<file path="src/rtl/ps2_direction_ctrl_if.sv">
// PS/2 byte stream in, Pac-Man direction/pause commands out.
// Latency: none (bundle of wires only).
// Backpressure: none; the byte strobe is fire-and-forget.
interface ps2_direction_ctrl_if;
  logic [7:0] ps2_data;
  logic       ps2_data_en;
  logic       goup;
  logic       godown;
  logic       goleft;
  logic       goright;
  logic       dir_change;
  logic [3:0] key_held;
  logic       paused;

  // Byte source side (PS2_Controller or bench)
  modport master (
    output ps2_data, ps2_data_en,
    input  goup, godown, goleft, goright, dir_change, key_held, paused
  );

  // Decoder side
  modport slave (
    input  ps2_data, ps2_data_en,
    output goup, godown, goleft, goright, dir_change, key_held, paused
  );
endinterface

</file>
<file path="src/rtl/ps2_direction_ctrl.sv">
// Decodes PS/2 make/break bytes (incl. E0 arrows) into a latched one-hot move command.
// Latency: byte strobed in cycle N appears on the registered outputs in cycle N+1.
// Backpressure: none; one byte accepted every cycle, prefix states abort on timeout.
module ps2_direction_ctrl #(
  parameter int unsigned TIMEOUT_CYCLES = 1000000
) (
  input logic           CLOCK_50,
  input logic           resetn,
  ps2_direction_ctrl_if.slave bus
);

  localparam logic [7:0]  LP_E0       = 8'hE0;
  localparam logic [7:0]  LP_F0       = 8'hF0;
  localparam logic [19:0] LP_TMO_LAST = 20'(TIMEOUT_CYCLES - 1);

  typedef enum logic [1:0] {
    S_IDLE     = 2'd0,
    S_GOT_E0   = 2'd1,
    S_GOT_F0   = 2'd2,
    S_GOT_E0F0 = 2'd3
  } state_t;

  state_t      r_state, w_state_nxt;
  logic [1:0]  r_rst_sync;
  logic        w_rst_n;
  logic [19:0] r_cnt, w_cnt_nxt;
  // Direction vectors are ordered {up,down,left,right}, matching key_held.
  logic [3:0]  r_dir, w_dir_nxt;
  logic [3:0]  r_held, w_held_nxt;
  logic        r_dir_chg, w_dir_chg_nxt;
  logic        r_paused, w_paused_nxt;
  logic        r_p_down, w_p_down_nxt;

  logic        w_is_brk;
  logic        w_dir_hit;
  logic [3:0]  w_dir_oh;
  logic        w_p_hit;
  logic        w_esc_hit;

  // Reset asserts immediately, releases two clocks after resetn rises
  always_ff @(posedge CLOCK_50 or negedge resetn) begin
    if (!resetn) r_rst_sync <= 2'b00;
    else         r_rst_sync <= {r_rst_sync[0], 1'b1};
  end
  assign w_rst_n = r_rst_sync[1];

  // Classify the incoming byte in the context of the current prefix state
  always_comb begin
    w_dir_hit = 1'b0;
    w_dir_oh  = 4'b0000;
    w_p_hit   = 1'b0;
    w_esc_hit = 1'b0;
    w_is_brk  = (r_state == S_GOT_F0) || (r_state == S_GOT_E0F0);
    if ((r_state == S_IDLE) || (r_state == S_GOT_F0)) begin
      case (bus.ps2_data)
        8'h1D:   begin w_dir_hit = 1'b1; w_dir_oh = 4'b1000; end
        8'h1B:   begin w_dir_hit = 1'b1; w_dir_oh = 4'b0100; end
        8'h1C:   begin w_dir_hit = 1'b1; w_dir_oh = 4'b0010; end
        8'h23:   begin w_dir_hit = 1'b1; w_dir_oh = 4'b0001; end
        8'h4D:   w_p_hit   = 1'b1;
        8'h76:   w_esc_hit = 1'b1;
        default: ;
      endcase
    end else begin
      case (bus.ps2_data)
        8'h75:   begin w_dir_hit = 1'b1; w_dir_oh = 4'b1000; end
        8'h72:   begin w_dir_hit = 1'b1; w_dir_oh = 4'b0100; end
        8'h6B:   begin w_dir_hit = 1'b1; w_dir_oh = 4'b0010; end
        8'h74:   begin w_dir_hit = 1'b1; w_dir_oh = 4'b0001; end
        default: ;
      endcase
    end
  end

  // Next-state and next-output logic; a strobe always beats the timeout
  always_comb begin
    w_state_nxt   = r_state;
    w_cnt_nxt     = r_cnt;
    w_dir_nxt     = r_dir;
    w_dir_chg_nxt = 1'b0;
    w_held_nxt    = r_held;
    w_paused_nxt  = r_paused;
    w_p_down_nxt  = r_p_down;
    if (bus.ps2_data_en) begin
      w_cnt_nxt = '0;
      if (bus.ps2_data == LP_E0) begin
        // E0 restarts an extended sequence and drops any pending break
        w_state_nxt = S_GOT_E0;
      end else if (bus.ps2_data == LP_F0) begin
        if (r_state == S_IDLE)        w_state_nxt = S_GOT_F0;
        else if (r_state == S_GOT_E0) w_state_nxt = S_GOT_E0F0;
      end else begin
        w_state_nxt = S_IDLE;
        if (w_dir_hit) begin
          if (w_is_brk) begin
            // Releasing a key leaves Pac-Man moving in the latched direction
            w_held_nxt = r_held & ~w_dir_oh;
          end else begin
            w_held_nxt = r_held | w_dir_oh;
            if (r_dir != w_dir_oh) begin
              w_dir_nxt     = w_dir_oh;
              w_dir_chg_nxt = 1'b1;
            end
          end
        end else if (w_p_hit) begin
          // Typematic repeats of P toggle only once until P is released
          if (w_is_brk) begin
            w_p_down_nxt = 1'b0;
          end else if (!r_p_down) begin
            w_paused_nxt = ~r_paused;
            w_p_down_nxt = 1'b1;
          end
        end else if (w_esc_hit && !w_is_brk) begin
          w_dir_nxt     = 4'b0000;
          w_dir_chg_nxt = |r_dir;
        end
      end
    end else if (r_state != S_IDLE) begin
      if (r_cnt == LP_TMO_LAST) begin
        w_state_nxt = S_IDLE;
        w_cnt_nxt   = '0;
      end else begin
        w_cnt_nxt = r_cnt + 20'd1;
      end
    end
  end

  // Decoder state register
  always_ff @(posedge CLOCK_50 or negedge w_rst_n) begin
    if (!w_rst_n) r_state <= S_IDLE;
    else          r_state <= w_state_nxt;
  end

  // Timeout counter, command, held-key and pause registers
  always_ff @(posedge CLOCK_50 or negedge w_rst_n) begin
    if (!w_rst_n) begin
      r_cnt     <= '0;
      r_dir     <= 4'b0000;
      r_dir_chg <= 1'b0;
      r_held    <= 4'b0000;
      r_paused  <= 1'b0;
      r_p_down  <= 1'b0;
    end else begin
      r_cnt     <= w_cnt_nxt;
      r_dir     <= w_dir_nxt;
      r_dir_chg <= w_dir_chg_nxt;
      r_held    <= w_held_nxt;
      r_paused  <= w_paused_nxt;
      r_p_down  <= w_p_down_nxt;
    end
  end

  assign bus.goup       = r_dir[3];
  assign bus.godown     = r_dir[2];
  assign bus.goleft     = r_dir[1];
  assign bus.goright    = r_dir[0];
  assign bus.dir_change = r_dir_chg;
  assign bus.key_held   = r_held;
  assign bus.paused     = r_paused;

endmodule

</file>
<file path="src/flat_wrapper.sv">
// flat-port wrapper written by rule: the top's interface ports become plain ports
module ps2_direction_ctrl_flat 
#(
  parameter int unsigned TIMEOUT_CYCLES = 1000000
)
  (CLOCK_50, resetn, bus_ps2_data, bus_ps2_data_en, bus_goup, bus_godown, bus_goleft, bus_goright, bus_dir_change, bus_key_held, bus_paused);
  ps2_direction_ctrl_if bus_i ();
  input logic CLOCK_50;
  input logic resetn;
  input wire logic [$bits(bus_i.ps2_data)-1:0] bus_ps2_data;
  input wire logic [$bits(bus_i.ps2_data_en)-1:0] bus_ps2_data_en;
  output wire logic [$bits(bus_i.goup)-1:0] bus_goup;
  output wire logic [$bits(bus_i.godown)-1:0] bus_godown;
  output wire logic [$bits(bus_i.goleft)-1:0] bus_goleft;
  output wire logic [$bits(bus_i.goright)-1:0] bus_goright;
  output wire logic [$bits(bus_i.dir_change)-1:0] bus_dir_change;
  output wire logic [$bits(bus_i.key_held)-1:0] bus_key_held;
  output wire logic [$bits(bus_i.paused)-1:0] bus_paused;
  assign bus_i.ps2_data = bus_ps2_data;
  assign bus_i.ps2_data_en = bus_ps2_data_en;
  assign bus_goup = bus_i.goup;
  assign bus_godown = bus_i.godown;
  assign bus_goleft = bus_i.goleft;
  assign bus_goright = bus_i.goright;
  assign bus_dir_change = bus_i.dir_change;
  assign bus_key_held = bus_i.key_held;
  assign bus_paused = bus_i.paused;
  ps2_direction_ctrl #(.TIMEOUT_CYCLES(TIMEOUT_CYCLES)) u_core (.CLOCK_50(CLOCK_50), .resetn(resetn), .bus(bus_i));
endmodule
</file>
<file path="config.mk">
export PLATFORM = sky130hd
export DESIGN_NAME = ps2_direction_ctrl_flat
export DESIGN_NICKNAME = d
export VERILOG_FILES = /design/src/rtl/ps2_direction_ctrl_if.sv /design/src/rtl/ps2_direction_ctrl.sv /design/src/flat_wrapper.sv
export SDC_FILE = /design/constraint.sdc
export NUM_CORES = 1
export LEC_CHECK = 0
export ABC_CLOCK_PERIOD_IN_PS = 1310
export CAP_MARGIN = 20
export CORE_MARGIN = 3
export CORE_UTILIZATION = 55
export DETAILED_ROUTE_END_ITERATION = 6
export PLACE_DENSITY = 0.74
export RECOVER_POWER = 50
export SETUP_SLACK_MARGIN = 0.3
export SKIP_CTS_REPAIR_TIMING = 1
export SYNTH_ARGS = -nofsm -noshare
export SYNTH_HDL_FRONTEND = slang
export SYNTH_SLANG_ARGS = --single-unit
</file>
<file path="constraint.sdc">
create_clock -name CLOCK_50 -period 1.31 [get_ports CLOCK_50]
set_input_delay 0.131 -clock CLOCK_50 [delete_from_list [all_inputs] [get_ports CLOCK_50]]
set_output_delay 0.131 -clock CLOCK_50 [all_outputs]
set_load 0.05 [all_outputs]
</file>
==> results of run 1 <==
==> per-stage QoR <==
step,setup slack (ns),hold WS (ns)
after floorplan,-0.6434,-0.1646
after global placement,-1.195,0.2780
after detailed placement,-1.400,0.2936
after CTS,-1.100,0.005520
==> cell families after synthesis <==
group | synth area share [%]
other cells | 0.1840
buf+inv | 2.701
flops | 42.97
fa+ha+maj | 0.6138
simple gates | 31.37
xor+xnor | 7.305
compound gates | 10.19
mux | 4.665
==> impl_metrics.toml, run 1 <==
[run_status]
status = "did not finish"
stop_stage = "5_1_grt"
tool.error = "[ERROR DPL-0038] Utilization greater than 100%, impossible to legalize"

[synthesis]
async_reset_ff_share_pct = 100.0
yosys.area.top_type = "dfrtp_1"
synth_most_common_cell = "dfrtp_1"
synth.avg_cell_area_um2 = 9.099
synth_seq_area_share_pct = 42.97
ys.flop_type = "dfrtp_1"
synthTopCellsByArea = "dfrtp_1, nor2_1, xor2_1"
ys_warn_count = 0
synth_cells = 224
ys_types = 49
netlist.area_leader.share_pct = 42.97
synth_edf_count = 0
synth_common_cells = "dfrtp_1, nor2_1, nand2_1, o21ai_0, nand3_1"
synth_nets = 236
yosys_register_bits = 35
syn_area_um2 = 2038

[clock_tree]
cts_buffer_depth = 2
numCtsBuffers = 5
root_buffer = "clkbuf_8"
h-tree-depth = 2
cts_sinks = 35

[floorplanning]
io_pins = 21
die_x_um = 66.88
die_h_um = 66.88
core.rowCount = 21
start_util_pct = 59.21

[placement]
portBuffers = 20
placed_area_um2 = 2960
dp_cells = 356
dp_hpwl_um = 4565
routabilityCongestion = 0.8995

[global_route]
grt_max_degree = 34

[sta]
endpoint_type = "sequential cell input"
crit_endpoint = "u_core.r_dir[1]$_DFFE_PN0P_/D"
==> run 2, diff against run 1 <==
- CORE_UTILIZATION: 55 -> 40
- PLACE_DENSITY: 0.74 -> default
- PLACE_DENSITY_LB_ADDON: default -> 0.15
- SETUP_SLACK_MARGIN: 0.3 -> default
==> run 2 against run 1 <==
  * Area after synthesis unchanged
  * The flow now finishes, with violations (setup timing)
  * Synthesized cell count unchanged
==> impl_metrics.toml, run 2 <==
[run_status]
status = "finished, violations left"
violations = "setup timing"

[synthesis]
synth.avg_cell_area_um2 = 9.099
netlist.area_leader.share_pct = 42.97
ys.flop_type = "dfrtp_1"
yosys_register_bits = 35
synth_seq_area_share_pct = 42.97
yosys.area.top_type = "dfrtp_1"
ys_types = 49
synth_most_common_cell = "dfrtp_1"
async_reset_ff_share_pct = 100.0
ys_warn_count = 0
synthTopCellsByArea = "dfrtp_1, nor2_1, xor2_1"
synth_common_cells = "dfrtp_1, nor2_1, nand2_1, o21ai_0, nand3_1"
synth_edf_count = 0
syn_area_um2 = 2038
synth_nets = 236
synth_cells = 224

[finish]
fin_util_pct = 70.70
final_common_cell = "buf_4"
antenna_cells = 0
areaGrowthSynthToFinish_pct = 67.10
drive_above_1_share_pct = 46.32
fillCellCount = 390
nNetsFinal = 337
final_cell_mix = "buf_4, dfrtp_1, nor2_1"

[sta]
finalCritPeriodShare_pct = 148.6
finalMaxSlewViolations = 0
fin_tns_setup_ns = -13.31
finalHoldViolations = 0
relSlewSlack_pct = 45.85
min_period_ns = 1.947
skew_ns = 0.01364
tightestPinTransition_ns = 0.8122
setup_violations = 31
fmax_mhz = 513.7
fin_ws_ns = -0.6367
rsz0062_at_grt = "yes"

[critical_path]
path_max_fanout = 6
worst_setup_path_start_kind = "flop"
cp_slowest_stage_delay_ns = 0.48
slowest_stage = "a2111o_1"
path_class = "reg -> reg"
path_cells = "inv_2 > nor4_4 > or3_4 > nand2_1 > a2111o_1 > mux2i_1"
critPathArrivalTime_ns = 2.16
path_buf_inv = 1
crit_required_ns = 1.52
crit_family = "simple AND/OR/NAND/NOR gates"
worstSetupEndpointType = "flop"

[placement]
routabilityCongestion = 0.8204
portBuffers = 20
dp_hpwl_um = 3884

[clock_tree]
root_buffer = "clkbuf_8"
clk_pin_slew_ns = 0.08
clk_latency_ns = 0.29
cts_tree = "built"
cts_sinks = 35
h-tree-depth = 2
cts_buffer_depth = 2
numCtsBuffers = 5

[route]
avgViaCountPerCell = 5.234
dr.pass1.iters = 4
wire_per_inst_um = 14.55
drt_iter0_markers = 71
totalWireLength_um = 5719
vias = 2057
drc = 0
ant_nets = 0

[floorplanning]
die_x_um = 77.38
die_h_um = 77.38
start_util_pct = 42.31
core.rowCount = 25
die-area_um2 = 5988
core_area_um2 = 4817
io_pins = 21

[pwr]
p_leak_nw = 1.521
ir_drop_v = 0.0006131
p_per_area_nw_per_um2 = 727.6

[min_path]
hold_class = "in -> reg"

[global_route]
grt_use_total_pct = 19.18
grt_max_degree = 34
overflow = 0
antenna_found_initial = 0
grt_pass1_vias = 1997
grt_pass1_wl_um = 9294

[flow_run]
drv_cap = 0
==> run 2: cell counts after synthesis <==
No cell type changed its count.
==> run 2: area by class of cell <==
type | instances | area (µm²) | share of cell area, %
multi-input cells | 176 | 1364 | 40.04
repair buffers | 100 | 937.1 | 27.52
flip-flops and latches | 35 | 879.6 | 25.83
well taps | 67 | 83.83 | 2.461
clock buffers | 5 | 68.82 | 2.021
clock inverters | 3 | 43.79 | 1.286
inverters | 7 | 28.78 | 0.8450
==> run 2: tightest hold or removal path, delay by kind of cell <==
family                 cells  cell delay, ns
buffers and inverters      2            0.32
muxes                      1            0.07
and+or+nand+nor            1            0.08
==> run 2: per-stage QoR <==
stage	power, mW	worst slack, ns	hold slack (ns)	std cells	area [µm²]
finish	2.478	-0.6367	0.3464	393	3406
global route	2.584	-0.7604	0.3675	393	3406
CTS	2.439	-0.9686	-0.002974	381	3080
detailed placement	1.460	-1.259	0.2855	373	2968
global placement	1.456	-1.200	0.2795	373	2968
floorplan	1.286	-0.6434	-0.1646	224	2111
==> run 2: per-layer routing <==
| layer | global-route usage [%] | up-vias | wire [µm] |
|---|---|---|---|
| li1 | - | 1012 | - |
| met1 | 24.87 | 1014 | 2516 |
| met2 | 32.47 | 24 | 3004 |
| met3 | 4.176 | 7 | 145 |
| met4 | 4.982 | 0 | 51 |
| met5 | 0 | - | 0 |
==> run 2: logic make-up after synthesis <==
kind of cell | after synthesis | share of synthesized area [%]
flops | 35 | 42.97
buf+inv | 13 | 2.701
compound gates | 32 | 10.19
other cells | 1 | 0.1840
simple gates | 116 | 31.37
mux | 9 | 4.665
xor+xnor | 17 | 7.305
fa+ha+maj | 1 | 0.6138
==> run 2: final timing paths <==
| check | from | slack [ns] | end | depth (start not counted) |
|---|---|---|---|---|
| max | u_core.r_state[0] | -0.64 | u_core.r_dir[0] | 6 |
| min | bus_ps2_data[0] | 0.35 | u_core.r_dir[3] | 4 |
| max reg2reg | u_core.r_state[0] | -0.64 | u_core.r_dir[0] | 6 |
| min reg2reg | u_core.r_rst_sync[0] | 0.35 | u_core.r_rst_sync[1] | 0 |
| max in group asynchronous | u_core.r_rst_sync[1] | 0.35 | u_core.r_state[0] | 1 |
| min in group asynchronous | u_core.r_rst_sync[1] | 0.41 | u_core.r_dir[1] | 1 |
==> run 2: where the power goes <==
group	internal (mW)	switching, mW
Clock	0.566	0.404
Combinational	0.191	0.202
Sequential	1.10	0.0166
Note: power is estimated with default switching activity, not from simulation.
